<file path="src/rtl/cpu_params_pkg.sv">
// Shared CPU-wide sizing parameters.
package cpu_params_pkg;

  localparam int unsigned PC_SZ = 32;

endpackage : cpu_params_pkg

</file>
<file path="src/rtl/cpu_structs_pkg.sv">
// Shared CPU-wide enums and structs.
package cpu_structs_pkg;

  // Branch redirect controller sequencer states.
  typedef enum logic {
    BRC_IDLE     = 1'b0,
    BRC_REDIRECT = 1'b1
  } BRC_STATE_TYPE;

endpackage : cpu_structs_pkg

</file>
<file path="src/rtl/br_stat_cnt.sv">
// Branch statistics: counts resolved branches and mispredicts (wrapping counters).
// Instantiated by br_redirect_ctrl only when BR_STATS_EN is defined.
module br_stat_cnt #(
  parameter int unsigned CNT_SZ = 32
) (
  input  logic              clk_in,
  input  logic              reset_in,
  input  logic              take,
  input  logic              mispred,
  output logic [CNT_SZ-1:0] br_cnt,
  output logic [CNT_SZ-1:0] mispred_cnt
);

  always_ff @(posedge clk_in or posedge reset_in) begin
    if (reset_in) begin
      br_cnt      <= '0;
      mispred_cnt <= '0;
    end else begin
      if (take)    br_cnt      <= br_cnt + CNT_SZ'(1);
      if (mispred) mispred_cnt <= mispred_cnt + CNT_SZ'(1);
    end
  end

endmodule : br_stat_cnt

</file>
<file path="src/rtl/br_redirect_ctrl.sv">
// Branch redirect sequencer between the EXE branch unit and fetch: flush + redirect on
// mispredict, misaligned-target exception otherwise. Optional statistics via BR_STATS_EN.
module br_redirect_ctrl
  import cpu_structs_pkg::*;
#(
  parameter int unsigned PC_SZ = cpu_params_pkg::PC_SZ
`ifdef BR_STATS_EN
  ,
  parameter int unsigned CNT_SZ = 32
`endif
) (
  input  logic             clk_in,
  input  logic             reset_in,
  input  logic             exe_valid,
  input  logic             exe_is_br,
  input  logic [PC_SZ-1:0] exe_pc,
  input  logic [PC_SZ-1:0] exe_br_pc,
  input  logic [PC_SZ-1:0] exe_pred_pc,
  input  logic             exe_mis,
  input  logic             trap_flush_in,
  output logic             exe_stall,
  output logic             flush_out,
  output logic             rdr_valid,
  output logic [PC_SZ-1:0] rdr_pc,
  input  logic             rdr_ready,
  output logic             exc_req,
  output logic [PC_SZ-1:0] exc_pc,
  output logic [PC_SZ-1:0] exc_tval
`ifdef BR_STATS_EN
  ,
  output logic [CNT_SZ-1:0] br_cnt,
  output logic [CNT_SZ-1:0] mispred_cnt
`endif
);

  BRC_STATE_TYPE    state_q, state_d;
  logic             take_c, mispred_c, misalign_c;
  logic             flush_d, rdr_valid_d, exc_req_d;
  logic [PC_SZ-1:0] rdr_pc_d, exc_pc_d, exc_tval_d;

  assign exe_stall  = (state_q == BRC_REDIRECT);
  assign take_c     = exe_valid & exe_is_br & ~exe_stall & ~trap_flush_in;
  assign misalign_c = take_c & exe_mis;
  assign mispred_c  = take_c & ~exe_mis & (exe_br_pc != exe_pred_pc);

  // Next state and next registered outputs; a trap flush overrides everything.
  always_comb begin
    state_d    = state_q;
    flush_d    = 1'b0;
    exc_req_d  = 1'b0;
    rdr_pc_d   = rdr_pc;
    exc_pc_d   = exc_pc;
    exc_tval_d = exc_tval;
    case (state_q)
      BRC_IDLE: begin
        if (mispred_c) begin
          state_d  = BRC_REDIRECT;
          flush_d  = 1'b1;
          rdr_pc_d = exe_br_pc;
        end else if (misalign_c) begin
          exc_req_d  = 1'b1;
          exc_pc_d   = exe_pc;
          exc_tval_d = exe_br_pc;
        end
      end
      BRC_REDIRECT: begin
        if (rdr_ready) state_d = BRC_IDLE;
      end
      default: state_d = BRC_IDLE;
    endcase
    if (trap_flush_in) state_d = BRC_IDLE;
    rdr_valid_d = (state_d == BRC_REDIRECT);
    // Redirect target reads as zero whenever no request is outstanding.
    if (!rdr_valid_d) rdr_pc_d = '0;
  end

  always_ff @(posedge clk_in or posedge reset_in) begin
    if (reset_in) begin
      state_q   <= BRC_IDLE;
      flush_out <= 1'b0;
      rdr_valid <= 1'b0;
      rdr_pc    <= '0;
      exc_req   <= 1'b0;
      exc_pc    <= '0;
      exc_tval  <= '0;
    end else begin
      state_q   <= state_d;
      flush_out <= flush_d;
      rdr_valid <= rdr_valid_d;
      rdr_pc    <= rdr_pc_d;
      exc_req   <= exc_req_d;
      exc_pc    <= exc_pc_d;
      exc_tval  <= exc_tval_d;
    end
  end

`ifdef BR_STATS_EN
  br_stat_cnt #(
    .CNT_SZ (CNT_SZ)
  ) u_br_stat_cnt (
    .clk_in      (clk_in),
    .reset_in    (reset_in),
    .take        (take_c),
    .mispred     (mispred_c),
    .br_cnt      (br_cnt),
    .mispred_cnt (mispred_cnt)
  );
`endif

endmodule : br_redirect_ctrl

</file>
<file path="config.mk">
export PLATFORM = sky130hd
export DESIGN_NAME = br_redirect_ctrl
export DESIGN_NICKNAME = d
export VERILOG_FILES = /design/src/rtl/cpu_params_pkg.sv /design/src/rtl/cpu_structs_pkg.sv /design/src/rtl/br_stat_cnt.sv /design/src/rtl/br_redirect_ctrl.sv
export SDC_FILE = /design/constraint.sdc
export NUM_CORES = 1
export LEC_CHECK = 0
export ABC_AREA = 0
export CAP_MARGIN = 25
export CORE_AREA = 2 2 110 112
export DETAILED_ROUTE_END_ITERATION = 16
export DIE_AREA = 0 0 112 114
export PLACE_DENSITY_LB_ADDON = 0.12
export SLEW_MARGIN = 20
export SYNTH_ARGS = -nofsm -noshare
export SYNTH_HDL_FRONTEND = slang
export SYNTH_HIERARCHICAL = 1
export SYNTH_SLANG_ARGS = --single-unit
</file>
<file path="constraint.sdc">
create_clock -name clk_in -period 3.8 [get_ports clk_in]
set_input_delay 0.76 -clock clk_in [delete_from_list [all_inputs] [get_ports clk_in]]
set_output_delay 0.76 -clock clk_in [all_outputs]
set_load 0.005 [all_outputs]
</file>
**Word level (Yosys, flattened, before mapping)**

Cells that the tools add are included.

- Output and inout port bits: 100
- Bits of input ports: 103
- Bits in registers: 99
- Logic and storage cells: 32

- Mux-type cells: 11
- Equality and inequality tests: 3
- Bitwise operators: 10
- Reductions and logical operators: 2

Operator list:

| cell | count |
|---|---|
| $mux W32 | 3 |
| $ne A32 B32 Y1 | 1 |
| $mux W1 | 7 |
| $and A1 B1 Y1 | 6 |
| $not A1 Y1 | 4 |
| $reduce_and A3 Y1 | 1 |
| $ne A2 B1 Y1 const B | 1 |
| $ne A2 B2 Y1 const B | 1 |
| $pmux W1 S2 | 1 |
| $reduce_and A2 Y1 | 1 |

**Logic depth before layout (Yosys ltp)**

- Word-level depth: 10
- Depth in mapped cells: 6

**Least setup slack after synthesis**

Ideal clock, no wire load.

- Kind: input -> register
- Start point: input exe_pred_pc[17]
- End point: register rdr_pc[10]
- Slack: 1913 ps
- Stages: 6
- Arrival time: 1766 ps
- Path buffers: 1
- Setup time: 121 ps
- Data required time: 3679 ps
- Cells stage by stage: xnor2_1 -> nand4_1 -> nor4_2 -> a21oi_2 -> buf_6 -> a22o_1

- Longest elaborated chain between the ends: 7
- Elaborated cells between the ends (all ways): 9

Ends and longest elaborated chain:

| item | line | source |
|---|---|---|
| from (decl) | br_redirect_ctrl.sv:18 | `input logic [PC_SZ-1:0] exe_pred_pc,` |
| $ne A32 B32 Y1 (*) | br_redirect_ctrl.sv:44 | `assign mispred_c = take_c & ~exe_mis & (exe_br_pc != exe_pred_pc);` |
| $and A1 B1 Y1 (*) | br_redirect_ctrl.sv:44 |  |
| $mux W1 | br_redirect_ctrl.sv:56 | `if (mispred_c) begin` |
| $pmux W1 S2 | br_redirect_ctrl.sv:54 | `case (state_q)` |
| $mux W1 | br_redirect_ctrl.sv:71 | `if (trap_flush_in) state_d = BRC_IDLE;` |
| $ne A2 B1 Y1 (no source line) or $ne A2 B2 Y1 (tied branches) | - |  |
| $reduce_and A2 Y1 (no source line) | - |  |
| to (signal assigned) | br_redirect_ctrl.sv:90 | `rdr_pc <= rdr_pc_d;` |
| to (decl) | br_redirect_ctrl.sv:24 | `output logic [PC_SZ-1:0] rdr_pc,` |

Every way passes the cells marked *; elsewhere a longest branch is shown, timed or not.
A chain may end at the register's enable or synchronous reset.

**Worst setup path after layout**

- Start point: input exe_br_pc[25]
- End point: register state_q, in the netlist exe_stall

- Longest elaborated chain between the ends: 5

Ends and longest elaborated chain:

| item | line | source |
|---|---|---|
| from (decl) | br_redirect_ctrl.sv:17 | `input logic [PC_SZ-1:0] exe_br_pc,` |
| $ne A32 B32 Y1 | br_redirect_ctrl.sv:44 |  |
| $and A1 B1 Y1 | br_redirect_ctrl.sv:44 |  |
| $mux W1 | br_redirect_ctrl.sv:56 |  |
| $pmux W1 S2 | br_redirect_ctrl.sv:54 |  |
| $mux W1 | br_redirect_ctrl.sv:71 |  |
| net rdr_valid_d | br_redirect_ctrl.sv:38 | `logic flush_d, rdr_valid_d, exc_req_d;` |
| to (signal assigned) | br_redirect_ctrl.sv:87 | `state_q <= state_d;` |
| to (decl) | br_redirect_ctrl.sv:36 | `BRC_STATE_TYPE state_q, state_d;` |

The timed path passes the listed nets, and every way through them passes these cells.

==> reports/metrics.csv <==
metric,value,unit
antenna violations before repair,0,
largest net degree at the start of global routing,61,
outcome,"finished, final reports clean",
"most common cell after layout, fill and taps aside",clkdlybuf4s50_1,
DP Wirelength,7550,µm
Final period util,67.2,%
startpoint types,primary input,
Synth Cell Area,3970,µm²
NetSw,657,µW
n_diodes,0,
Hold Path End,exc_pc[20],
Final Hold Viols,0,
crit-path max FO,34,
hold path start,exc_pc[20],
via count,2926,
CTS tree,yes,
Global Route Usage Sum,16.7,%
Initial Utilization,33.9,%
drt wl/cell,17.0,µm
Ports,203,
max frequency,392,MHz
fin crit period,2.55,ns
vias per cell,4.77,
Mapped Cells,260,
postcts setup bufs,0,
Placement Cell Area,6150,µm²
"Slew Viols, Final",0,
Worst Slack Setup Final,1.25,ns
H-tree depth,3,
capturing point of the worst reg2reg path,rdr_pc[22],
RSZ-0062 raised after global routing,no,
Switching Fraction,22.5,%
post-cts hold buffer count,0,
Final Setup Violations,0,
PD cells,451,nW/µm²
Pint,2260,µW
Critical Path RT,4.03,ns
FP Rows,40,
WS Path Type,primary input to flip-flop,
Die ar.,12800,µm²
hold depth,1,
r2r startpoint,exe_stall,
leakage dissipation,0.00269,µW
Rel. slew slack,34.1,%
final WL,10500,µm
syn nets,363,
Core ar.,11700,µm²
Num CTS Buffers,9,
Detailed Route Iter0 Violations,68,
final core occ,55.2,%
Clock Power Share,32.5,%
Seq cells post-synth,99,
combinational share of power,23.5,%
hold crit path type,flip-flop to flip-flop,
total power,2920,µW
drc violations,0,
crit end category,flip-flop,
Worst-Skew Late Latency,0.34,ns
most frequent cells in the layout,"202 x clkdlybuf4s50_1, 99 x dfrtp_1, 64 x mux2_2, 32 x xnor2_1, 32 x a22o_1",
width of the die,112,µm
post-cts resize count,0,
DRT Pass-1 Iters,4,
Area Growth Syn to Fin,63.0,%
# fillers,1035,
worst vdd ir,0.241,mV
clk sinks,99,
syn_area_per_cell,15.3,µm²
GP Congestion,0.795,
Layout Nets,565,
Post-Layout Inst Area,6470,µm²
YS warnings,6,
CTS Buffer Depth,2,
setup TNS,0,ns
root buf cell,clkbuf_16,
post-synthesis sequential area ratio,62.4,%
global-route wire length before repair,16400,µm
# port buffers,202,
remaining antenna violation count,0,
share of layout cells above drive strength 1,19.3,%
clk_skew,0.00394,ns
FF-to-FF setup slack,1.75,ns
"Reg clk slew, reported paths",0.07,ns
MaxCap Viol Count,0,
worst slew pin tran,0.986,ns
grt ovf,0,
sequential power share,44.0,%
Yosys cell types,17,
critical path arrival,2.78,ns
vias in the first global route,3111,
Place WS,0.778,ns
die height,114,µm
R2R depth,4,
-- cell families (layout without fill, tap and decap cells) --
| group | Yosys count | in the layout | synth area share [%] |
|---|---|---|---|
| buffers and inverters | 16 | 223 | 2.36 |
| xor gates and xnor gates | 32 | 32 | 7.06 |
| muxes | 64 | 64 | 18.2 |
| AOI/OAI and AO/OA | 33 | 33 | 7.28 |
| DFF | 99 | 99 | 62.4 |
| and+or+nand+nor | 16 | 16 | 2.71 |
-- metal layers --
| metal | vias up | wire, µm | track usage [%] | share of wire [%] |
|---|---|---|---|---|
| li1 | 1341 | - | - | - |
| met1 | 1436 | 4520 | 21.2 | 43 |
| met2 | 134 | 4810 | 26.1 | 46 |
| met3 | 15 | 930 | 5.69 | 8.9 |
| met4 | 0 | 200 | 6.99 | 1.9 |
| met5 | - | 0 | 0 | 0 |
-- power by group through the flow --
stage / sequential, µW / combinational (µW) / clock [µW]
CTS: 1290 / 700 / 983
detailed placement: 1310 / 697 / 0
global route: 1310 / 736 / 1020
floorplan: 1320 / 200 / 0
global placement: 1300 / 691 / 0
finish: 1290 / 686 / 948
-- layout make-up --
| type | count | area [µm²] | share of cell area [%] |
|---|---|---|---|
| Clock buffer | 12 | 267 | 4.12 |
| Clock inverter | 4 | 47.5 | 0.735 |
| Inverter | 2 | 10.0 | 0.155 |
| Multi-Input combinational cell | 145 | 1410 | 21.8 |
| Sequential cell | 99 | 2480 | 38.3 |
| Tap cell | 147 | 184 | 2.84 |
| Timing Repair Buffer | 205 | 2070 | 32.0 |
-- metrics by stage --
stage,cells,hold slack (ns)
floorplan,260,0.498
global placement,598,0.486
detailed placement,598,0.491
CTS,614,0.507
global route,614,0.518
finish,614,0.503
-- worst max-delay path, stage by stage --
cell and delay, ns:
clkdlybuf4s50_1 0.47, xnor2_1 0.22, nand4_1 0.14, nor4_2 0.47
a21oi_4 0.33, or2_2 0.37
-- synth_stat cells, drive strengths merged --
master,number,area [µm²]
a21oi,1,8.76
nand4,8,50.1
nor3,1,5.00
nor3b,1,7.51
a22o,32,280
inv,2,7.51
nand2b,1,6.26
buf,10,71.3
nor4,2,25.0
or2,1,6.26
xnor2,32,280
mux2,64,721
dfrtp,99,2480
clkbuf,4,15.0
nand2,2,7.51
-- worst max-delay path by stage --
stage | slack [ns] | to | depth (start not counted) | start
floorplan | 0.45 | exc_pc[0] | 1 | reset_in
global placement | 0.79 | exe_stall | 6 | exe_br_pc[9]
detailed placement | 0.78 | exe_stall | 6 | exe_br_pc[25]
finish | 1.25 | exe_stall | 6 | exe_br_pc[25]
CTS | 1.15 | exe_stall | 6 | exe_br_pc[25]
global route | 1.09 | exe_stall | 6 | exe_br_pc[25]
-- flip-flops by register name, summed over array words and instances (netlist names) --
name and count:
exc_pc 32, exc_tval 32, rdr_pc 32, exc_req 1, exe_stall 1, flush_out 1
Power figures use the tool's default switching activity.
